`src/rtl/axis_to_dcmac.sv`:
```
// AXI stream to DCMAC segmented TX converter: a two-entry FIFO of beats that are
// formatted into per-segment {err, sop, ena}/tlast on entry, plus packet and violation counters.
module axis_to_dcmac #(
    parameter int SEG_COUNT = 4,
    parameter int DW        = 128*SEG_COUNT
) (
    input  logic            clk,
    input  logic            reset,
    input  logic [DW-1:0]   axis_in_tdata,
    input  logic [DW/8-1:0] axis_in_tkeep,
    input  logic            axis_in_tuser,
    input  logic            axis_in_tlast,
    input  logic            axis_in_tvalid,
    output logic            axis_in_tready,
    output logic [127:0]    seg0_tdata,
    output logic [15:0]     seg0_tkeep,
    output logic [2:0]      seg0_tuser,
    output logic            seg0_tlast,
    output logic            seg0_tvalid,
    input  logic            seg0_tready,
    output logic [127:0]    seg1_tdata,
    output logic [15:0]     seg1_tkeep,
    output logic [2:0]      seg1_tuser,
    output logic            seg1_tlast,
    output logic            seg1_tvalid,
    input  logic            seg1_tready,
    output logic [127:0]    seg2_tdata,
    output logic [15:0]     seg2_tkeep,
    output logic [2:0]      seg2_tuser,
    output logic            seg2_tlast,
    output logic            seg2_tvalid,
    input  logic            seg2_tready,
    output logic [127:0]    seg3_tdata,
    output logic [15:0]     seg3_tkeep,
    output logic [2:0]      seg3_tuser,
    output logic            seg3_tlast,
    output logic            seg3_tvalid,
    input  logic            seg3_tready,
    output logic [31:0]     pkt_count,
    output logic [15:0]     viol_count,
    output logic            viol_sticky
);

    localparam int KW = DW/8;

    typedef enum logic [0:0] {IDLE = 1'b0, IN_PKT = 1'b1} state_t;

    state_t                      state_r, state_nxt_s;
    logic [DW-1:0]               data_r [2];
    logic [KW-1:0]               keep_r [2];
    logic [SEG_COUNT-1:0][2:0]   user_r [2];
    logic [SEG_COUNT-1:0]        last_r [2];
    logic                        wr_ptr_r, rd_ptr_r;
    logic [1:0]                  count_r;
    logic                        rdy_en_r;
    logic [31:0]                 pkt_count_r;
    logic [15:0]                 viol_count_r;
    logic                        viol_sticky_r;

    logic                        push_s, pop_s, nonempty_s, seg_rdy_all_s;
    logic [3:0]                  seg_tready_s;
    logic [SEG_COUNT-1:0]        seg_any_s;
    logic [1:0]                  hi_idx_s;
    logic                        keep_zero_s;
    logic [KW-1:0]               fmt_keep_s;
    logic [SEG_COUNT-1:0][2:0]   fmt_user_s;
    logic [SEG_COUNT-1:0]        fmt_last_s;
    logic                        viol_s;
    logic [3:0][127:0]           seg_data_s;
    logic [3:0][15:0]            seg_keep_s;
    logic [3:0][2:0]             seg_user_s;
    logic [3:0]                  seg_last_s;
    logic [3:0]                  seg_valid_s;

    assign nonempty_s     = (count_r != 2'd0);
    // rdy_en_r holds tready low until the first edge after reset is released.
    assign axis_in_tready = rdy_en_r && (count_r < 2'd2) && !reset;
    assign push_s         = axis_in_tvalid && axis_in_tready;
    assign seg_tready_s   = {seg3_tready, seg2_tready, seg1_tready, seg0_tready};
    assign seg_rdy_all_s  = &seg_tready_s[SEG_COUNT-1:0];
    assign pop_s          = nonempty_s && seg_rdy_all_s;

    // Per-segment formatting of the incoming beat and violation detection.
    always_comb begin
        fmt_keep_s  = axis_in_tkeep;
        seg_any_s   = {SEG_COUNT{1'b0}};
        hi_idx_s    = 2'd0;
        fmt_user_s  = {(3*SEG_COUNT){1'b0}};
        fmt_last_s  = {SEG_COUNT{1'b0}};
        keep_zero_s = (axis_in_tkeep == {KW{1'b0}});
        for (int k = 0; k < SEG_COUNT; k++) begin
            seg_any_s[k] = |axis_in_tkeep[16*k +: 16];
            hi_idx_s     = seg_any_s[k] ? k[1:0] : hi_idx_s;
        end
        for (int k = 0; k < SEG_COUNT; k++) begin
            fmt_last_s[k] = axis_in_tlast && seg_any_s[k] && (hi_idx_s == k[1:0]);
            fmt_user_s[k] = {fmt_last_s[k] && axis_in_tuser, 1'b0, seg_any_s[k]};
        end
        fmt_user_s[0][1] = (state_r == IDLE);
        // An empty last beat still has to close the packet, so substitute one flagged byte.
        if (axis_in_tlast && keep_zero_s) begin
            fmt_keep_s[15:0] = 16'h0001;
            fmt_user_s[0][0] = 1'b1;
            fmt_user_s[0][2] = 1'b1;
            fmt_last_s[0]    = 1'b1;
        end else begin
            fmt_keep_s = axis_in_tkeep;
        end
        viol_s = (!axis_in_tlast && (axis_in_tkeep != {KW{1'b1}}))
               || ((state_r == IDLE) && (axis_in_tkeep[15:0] == 16'h0000))
               || (axis_in_tlast && keep_zero_s);
    end

    // Packet state register.
    always_ff @(posedge clk or posedge reset) begin
        if (reset) begin
            state_r <= IDLE;
        end else begin
            state_r <= state_nxt_s;
        end
    end

    // Packet state transitions, advanced only on accepted beats.
    always_comb begin
        state_nxt_s = state_r;
        if (push_s) begin
            case (state_r)
                IDLE:    state_nxt_s = axis_in_tlast ? IDLE : IN_PKT;
                IN_PKT:  state_nxt_s = axis_in_tlast ? IDLE : IN_PKT;
                default: state_nxt_s = IDLE;
            endcase
        end else begin
            state_nxt_s = state_r;
        end
    end

    // Two-entry FIFO of formatted beats.
    always_ff @(posedge clk or posedge reset) begin
        if (reset) begin
            for (int i = 0; i < 2; i++) begin
                data_r[i] <= {DW{1'b0}};
                keep_r[i] <= {KW{1'b0}};
                user_r[i] <= {(3*SEG_COUNT){1'b0}};
                last_r[i] <= {SEG_COUNT{1'b0}};
            end
            wr_ptr_r <= 1'b0;
            rd_ptr_r <= 1'b0;
            count_r  <= 2'd0;
            rdy_en_r <= 1'b0;
        end else begin
            rdy_en_r <= 1'b1;
            if (push_s) begin
                data_r[wr_ptr_r] <= axis_in_tdata;
                keep_r[wr_ptr_r] <= fmt_keep_s;
                user_r[wr_ptr_r] <= fmt_user_s;
                last_r[wr_ptr_r] <= fmt_last_s;
                wr_ptr_r         <= ~wr_ptr_r;
            end
            if (pop_s) begin
                rd_ptr_r <= ~rd_ptr_r;
            end
            case ({push_s, pop_s})
                2'b10:   count_r <= count_r + 2'd1;
                2'b01:   count_r <= count_r - 2'd1;
                default: count_r <= count_r;
            endcase
        end
    end

    // Packet and violation counters.
    always_ff @(posedge clk or posedge reset) begin
        if (reset) begin
            pkt_count_r   <= 32'd0;
            viol_count_r  <= 16'd0;
            viol_sticky_r <= 1'b0;
        end else begin
            if (pop_s && (|last_r[rd_ptr_r])) begin
                pkt_count_r <= pkt_count_r + 32'd1;
            end
            if (push_s && viol_s) begin
                viol_sticky_r <= 1'b1;
                if (viol_count_r != 16'hFFFF) begin
                    viol_count_r <= viol_count_r + 16'd1;
                end
            end
        end
    end

    // FIFO head onto the segment outputs; inactive segments stay zero.
    always_comb begin
        seg_data_s  = {512{1'b0}};
        seg_keep_s  = {64{1'b0}};
        seg_user_s  = {12{1'b0}};
        seg_last_s  = 4'b0000;
        seg_valid_s = 4'b0000;
        for (int k = 0; k < SEG_COUNT; k++) begin
            if (nonempty_s) begin
                seg_data_s[k]  = data_r[rd_ptr_r][128*k +: 128];
                seg_keep_s[k]  = keep_r[rd_ptr_r][16*k +: 16];
                seg_user_s[k]  = user_r[rd_ptr_r][k];
                seg_last_s[k]  = last_r[rd_ptr_r][k];
                seg_valid_s[k] = 1'b1;
            end else begin
                seg_valid_s[k] = 1'b0;
            end
        end
    end

    assign seg0_tdata  = seg_data_s[0];
    assign seg0_tkeep  = seg_keep_s[0];
    assign seg0_tuser  = seg_user_s[0];
    assign seg0_tlast  = seg_last_s[0];
    assign seg0_tvalid = seg_valid_s[0];
    assign seg1_tdata  = seg_data_s[1];
    assign seg1_tkeep  = seg_keep_s[1];
    assign seg1_tuser  = seg_user_s[1];
    assign seg1_tlast  = seg_last_s[1];
    assign seg1_tvalid = seg_valid_s[1];
    assign seg2_tdata  = seg_data_s[2];
    assign seg2_tkeep  = seg_keep_s[2];
    assign seg2_tuser  = seg_user_s[2];
    assign seg2_tlast  = seg_last_s[2];
    assign seg2_tvalid = seg_valid_s[2];
    assign seg3_tdata  = seg_data_s[3];
    assign seg3_tkeep  = seg_keep_s[3];
    assign seg3_tuser  = seg_user_s[3];
    assign seg3_tlast  = seg_last_s[3];
    assign seg3_tvalid = seg_valid_s[3];

    assign pkt_count   = pkt_count_r;
    assign viol_count  = viol_count_r;
    assign viol_sticky = viol_sticky_r;

endmodule

```
`config.mk`:
```
export PLATFORM = sky130hd
export DESIGN_NAME = axis_to_dcmac
export DESIGN_NICKNAME = d
export VERILOG_FILES = /design/src/rtl/axis_to_dcmac.sv
export SDC_FILE = /design/constraint.sdc
export NUM_CORES = 2
export LEC_CHECK = 0
export CAP_MARGIN = 20
export CORE_AREA = 2 2 473 475
export CTS_CLUSTER_DIAMETER = 200
export DETAILED_ROUTE_END_ITERATION = 7
export DIE_AREA = 0 0 475 477
export SYNTH_ARGS = -nofsm -noshare
export SYNTH_HDL_FRONTEND = slang
export SYNTH_SLANG_ARGS = --single-unit
```
`constraint.sdc`:
```
create_clock -name clk -period 145.8 [get_ports clk]
set_input_delay 43.74 -clock clk [delete_from_list [all_inputs] [get_ports clk]]
set_output_delay 43.74 -clock clk [all_outputs]
set_load 0.02 [all_outputs]
```
==> metrics.md <==
| Metric | Value |
|---|---|
| Result of the run | finished clean |
| Total net switching power | approximately 740 uW |
| Post-CTS Resized | 0 |
| Pin count of the biggest net entering global routing | 167 |
| Nets | between 7000 and 8000 |
| Reg clk slew, reported paths | ~0.060 ns |
| Setup crit end kind | primary output |
| Antenna violations before repair | a little under 90 |
| Setup repair after global routing missed its margin | no |
| Routed via count | 42600 |
| Top cells by area, synth | dfrtp_1 (56%), nand2_1 (12%), mux2_2 (12%), mux2i_1 (11%), nor2_1 (4.2%) |
| Hold crit path type | register to register |
| Chip width | 475 um |
| Cell Chain, Critical Path | clkdlybuf4s50_1, nor3b_1, clkdlybuf4s50_1 |
| Relative contribution of the clock network to total power | 20.7% |
| Site Rows | ~170 |
| Die area | 227000 um^2 |
| Dominant delay contributor by cell family on the critical path | buffers and inverters |
| Avg Inst Size Synth | between 10 and 15 um^2 |
| Global placer's final weighted congestion | 0.851 |
| Number of buffers inserted during clock tree synthesis | around 150 |
| Power Dens Cells | roughly 25 nW/um^2 |
| Clock tree from TritonCTS | yes |
| Core area | between 200000 and 250000 um^2 |
| Register share of total power | between 30% and 40% |
| Antenna-violating nets left | 0 |
| Combined global-route utilization of all metal layers | about 18% |
| Worst path arrival time | between 40 and 50 ns |
| Startpoint type of the worst setup path | input pin |
| Number of design-rule violations left by the first detailed-router iteration | 2384 |
| GR Overflow Total | 0 |
| Share of the yosys chip area belonging to registers | between 50% and 60% |
| Net Sw Frac | 39.7% |
| Minimum clock period after layout | 89.26 ns |
| Final setup violating endpoints | 0 |
| Mean routed wirelength per cell | approximately 21 um |
| Skew final | 0.0185 ns |
| Ys flop type | dfrtp_1 |
| Worst max-slew margin expressed relative to the limit | roughly 14% |
| Quantity of I/O buffers inserted on ports | roughly 1200 |
| Maximum clock frequency | 0.0112 GHz |
| Share of the clock period used by the worst path after layout | 61.2% |
| I/O pin count | 1231 |
| Routed vias/inst | about 4.4 |
| Accumulated negative setup slack | 0 ns |
| Root buffer cell | clkbuf_16 |
| Max Root-Sink Buffers | 3 |
| Number of iterations in the first detailed-routing pass | 5 |
| Buf+Inv Stages, Crit Path | 2 |
| Combinational share of power | around half |
| Max Transition Viols Final | 0 |
| Final hold violations | 0 |
| Number of levels the H-tree was split into | 4 |
| HPWL after detailed placement | approximately 150000 um |
| Sinks on Clock Net | ~1200 |
| Leak Pwr | roughly 0.035 uW |
| Class of the most critical setup path | input pin to primary output |
| Signed area change from the synthesized netlist to the final layout | 37.6% |
| Worst hold-check slack | between 0.4 and 0.5 ns |
| Proportion of register bits with asynchronous set or reset after synthesis | 100% |
| Count of warnings emitted by yosys | 0 |
| Count of different cell masters after synthesis | 36 |
| Count of buffers added by post-CTS timing repair for setup | 0 |
| Synthesized instance count | 5337 |
| Worst-path maximum fanout | 3 |
| Post-Synthesis Cell Area | 54900 um^2 |
| Cell occurring most often along the worst timing path | clkdlybuf4s50_1 |
| Wire length of the first global-routing pass | between 200000 and 300000 um |
| Crit-path slowest cell | clkdlybuf4s50_1 |
| Max cap viols | 0 |
| Register bit total from synthesis | 1233 |
| Area share of the leading cell type in the synthesized netlist | 56.2% |
| Transition time at the pin with the least slew margin | around 1.3 ns |
| Starting utilization of the core area | 24.8% |
| Worst EP required | 102.06 ns |
| Total of hold buffers inserted after clock tree synthesis | 0 |
| Aggregate routed wire length | between 200000 and 250000 um |
| Die height | about 480 um |
| Maximum resistive drop on vdd | around 0.000015 V |
| EDFF count, synth | 0 |
| Worst-Skew Late Latency | about 0.8 ns |
| Largest area contributor in the netlist | dfrtp_1 |
| Number of DRC violations after detailed routing | 0 |
| Stage delay of the slowest cell on the critical path | around 0.73 ns |
| Fraction of layout instances using a drive strength above 1 | 13.6% |
| Number of global-route vias before repair | roughly 44000 |
| Cell Int Power | approximately 1100 uW |
==> path summary, 6_finish.rpt <==
| kind | from | endpoint | slack, ns | depth (start not counted) |
|---|---|---|---|---|
| min | data_r[937]$_DFFE_PP0P_ | data_r[937]$_DFFE_PP0P_ | 0.47 | 2 |
| max | reset | axis_in_tready | 56.54 | 3 |
| min in group asynchronous | reset | data_r[912]$_DFFE_PP0P_ | 43.54 | 2 |
| max reg2reg | count_r[1]$_DFFE_PP0P_ | data_r[634]$_DFFE_PP0P_ | 141.09 | 8 |
| min reg2reg | data_r[937]$_DFFE_PP0P_ | data_r[937]$_DFFE_PP0P_ | 0.47 | 2 |
| max in group asynchronous | reset | data_r[730]$_DFFE_PP0P_ | 98.32 | 6 |
==> placed cells by master, fill, tap and decap left out, types with 24 or more instances in the layout <==
master / n
dfrtp_1: 1232
clkbuf_8: 34
nor2_1: 608
nor4_1: 24
buf_4: 49
nand4_1: 24
clkdlybuf4s50_1: 1227
diode_2: 43
xnor2_1: 29
nand2_1: 1785
clkbuf_1: 37
clkbuf_16: 151
mux2_2: 579
mux2i_1: 589
o21ai_0: 26
==> cells in the mapped netlist, types with 2 or more instances <==
master	number
nand4_1	24
dfrtp_1	1233
o21ai_0	26
clkbuf_1	275
and2_1	3
and4_1	5
mux2_2	579
conb_1	2
nor3_1	7
or2_2	2
ha_1	3
xor2_1	20
and3_1	8
nor2_1	610
a21oi_1	2
xnor2_1	29
nor4_1	27
inv_1	13
mux2i_1	589
buf_1	55
or3_1	3
nor3_2	2
buf_4	6
nand2_1	1785
nand3_1	18
==> state kept, by name, summed over array words and instances (netlist names) <==
signal       cells
rd_ptr_r         1
rdy_en_r         1
last_r           8
wr_ptr_r         1
viol_sticky      1
count_r          2
data_r        1024
keep_r         128
viol_count      16
state_r          1
user_r          18
pkt_count       32
==> power by group through the flow <==
| stage | Combinational (uW) | Sequential [uW] | Clock, uW |
|---|---|---|---|
| floorplan | 507 | 569 | 0 |
| global route | 964 | 602 | 414 |
| global placement | 900 | 576 | 0 |
| finish | 898 | 582 | 385 |
| CTS | 912 | 582 | 398 |
| detailed placement | 906 | 587 | 0 |
==> cells by family after synthesis <==
kind of cell	Yosys count	share of synthesized area, %
simple gates	2498	17.6
compound gates	33	0.344
mux	1168	22.6
xor+xnor	49	0.781
buf+inv	351	2.46
fa+ha+maj	3	0.0683
flops	1233	56.2
other cells	2	0.0137
==> tightest hold or removal path: stages (launching register included) <==
cell	delay, ns
dfrtp_1	0.34
nand2_1	0.05
nand2_1	0.05
==> through the flow <==
step	total power (uW)	std cells	cell area [um^2]	util (%)	setup WS, ns
after floorplan	1080	5339	54900	-	57.70
after global placement	1480	9262	70300	31.7	56.53
after detailed placement	1490	9262	70300	31.7	56.59
after CTS	1890	9536	75400	34.0	56.56
after global routing	1980	9566	75500	34.1	56.48
final	1870	9581	75600	34.1	56.54
==> routing by layer <==
| layer | track usage (%) | vias to the layer above | routed length (um) |
|---|---|---|---|
| met5 | 0 | - | 404 |
| met4 | 9.52 | 64 | 10300 |
| met3 | 7.89 | 383 | 21800 |
| met2 | 28.0 | 1377 | 95200 |
| met1 | 19.7 | 21100 | 77600 |
| li1 | - | 19600 | - |
==> final cells by class <==
cell class,count,area (um^2)
fill,22200,146000
sequential,1233,30900
tap,2975,3720
clock inverter,52,741
antenna,43,108
inverter,13,56.3
clock buffer,222,4390
multi-input combinational,3755,22800
timing repair buffer,1288,12900
Note: power is estimated with default switching activity, not from simulation.
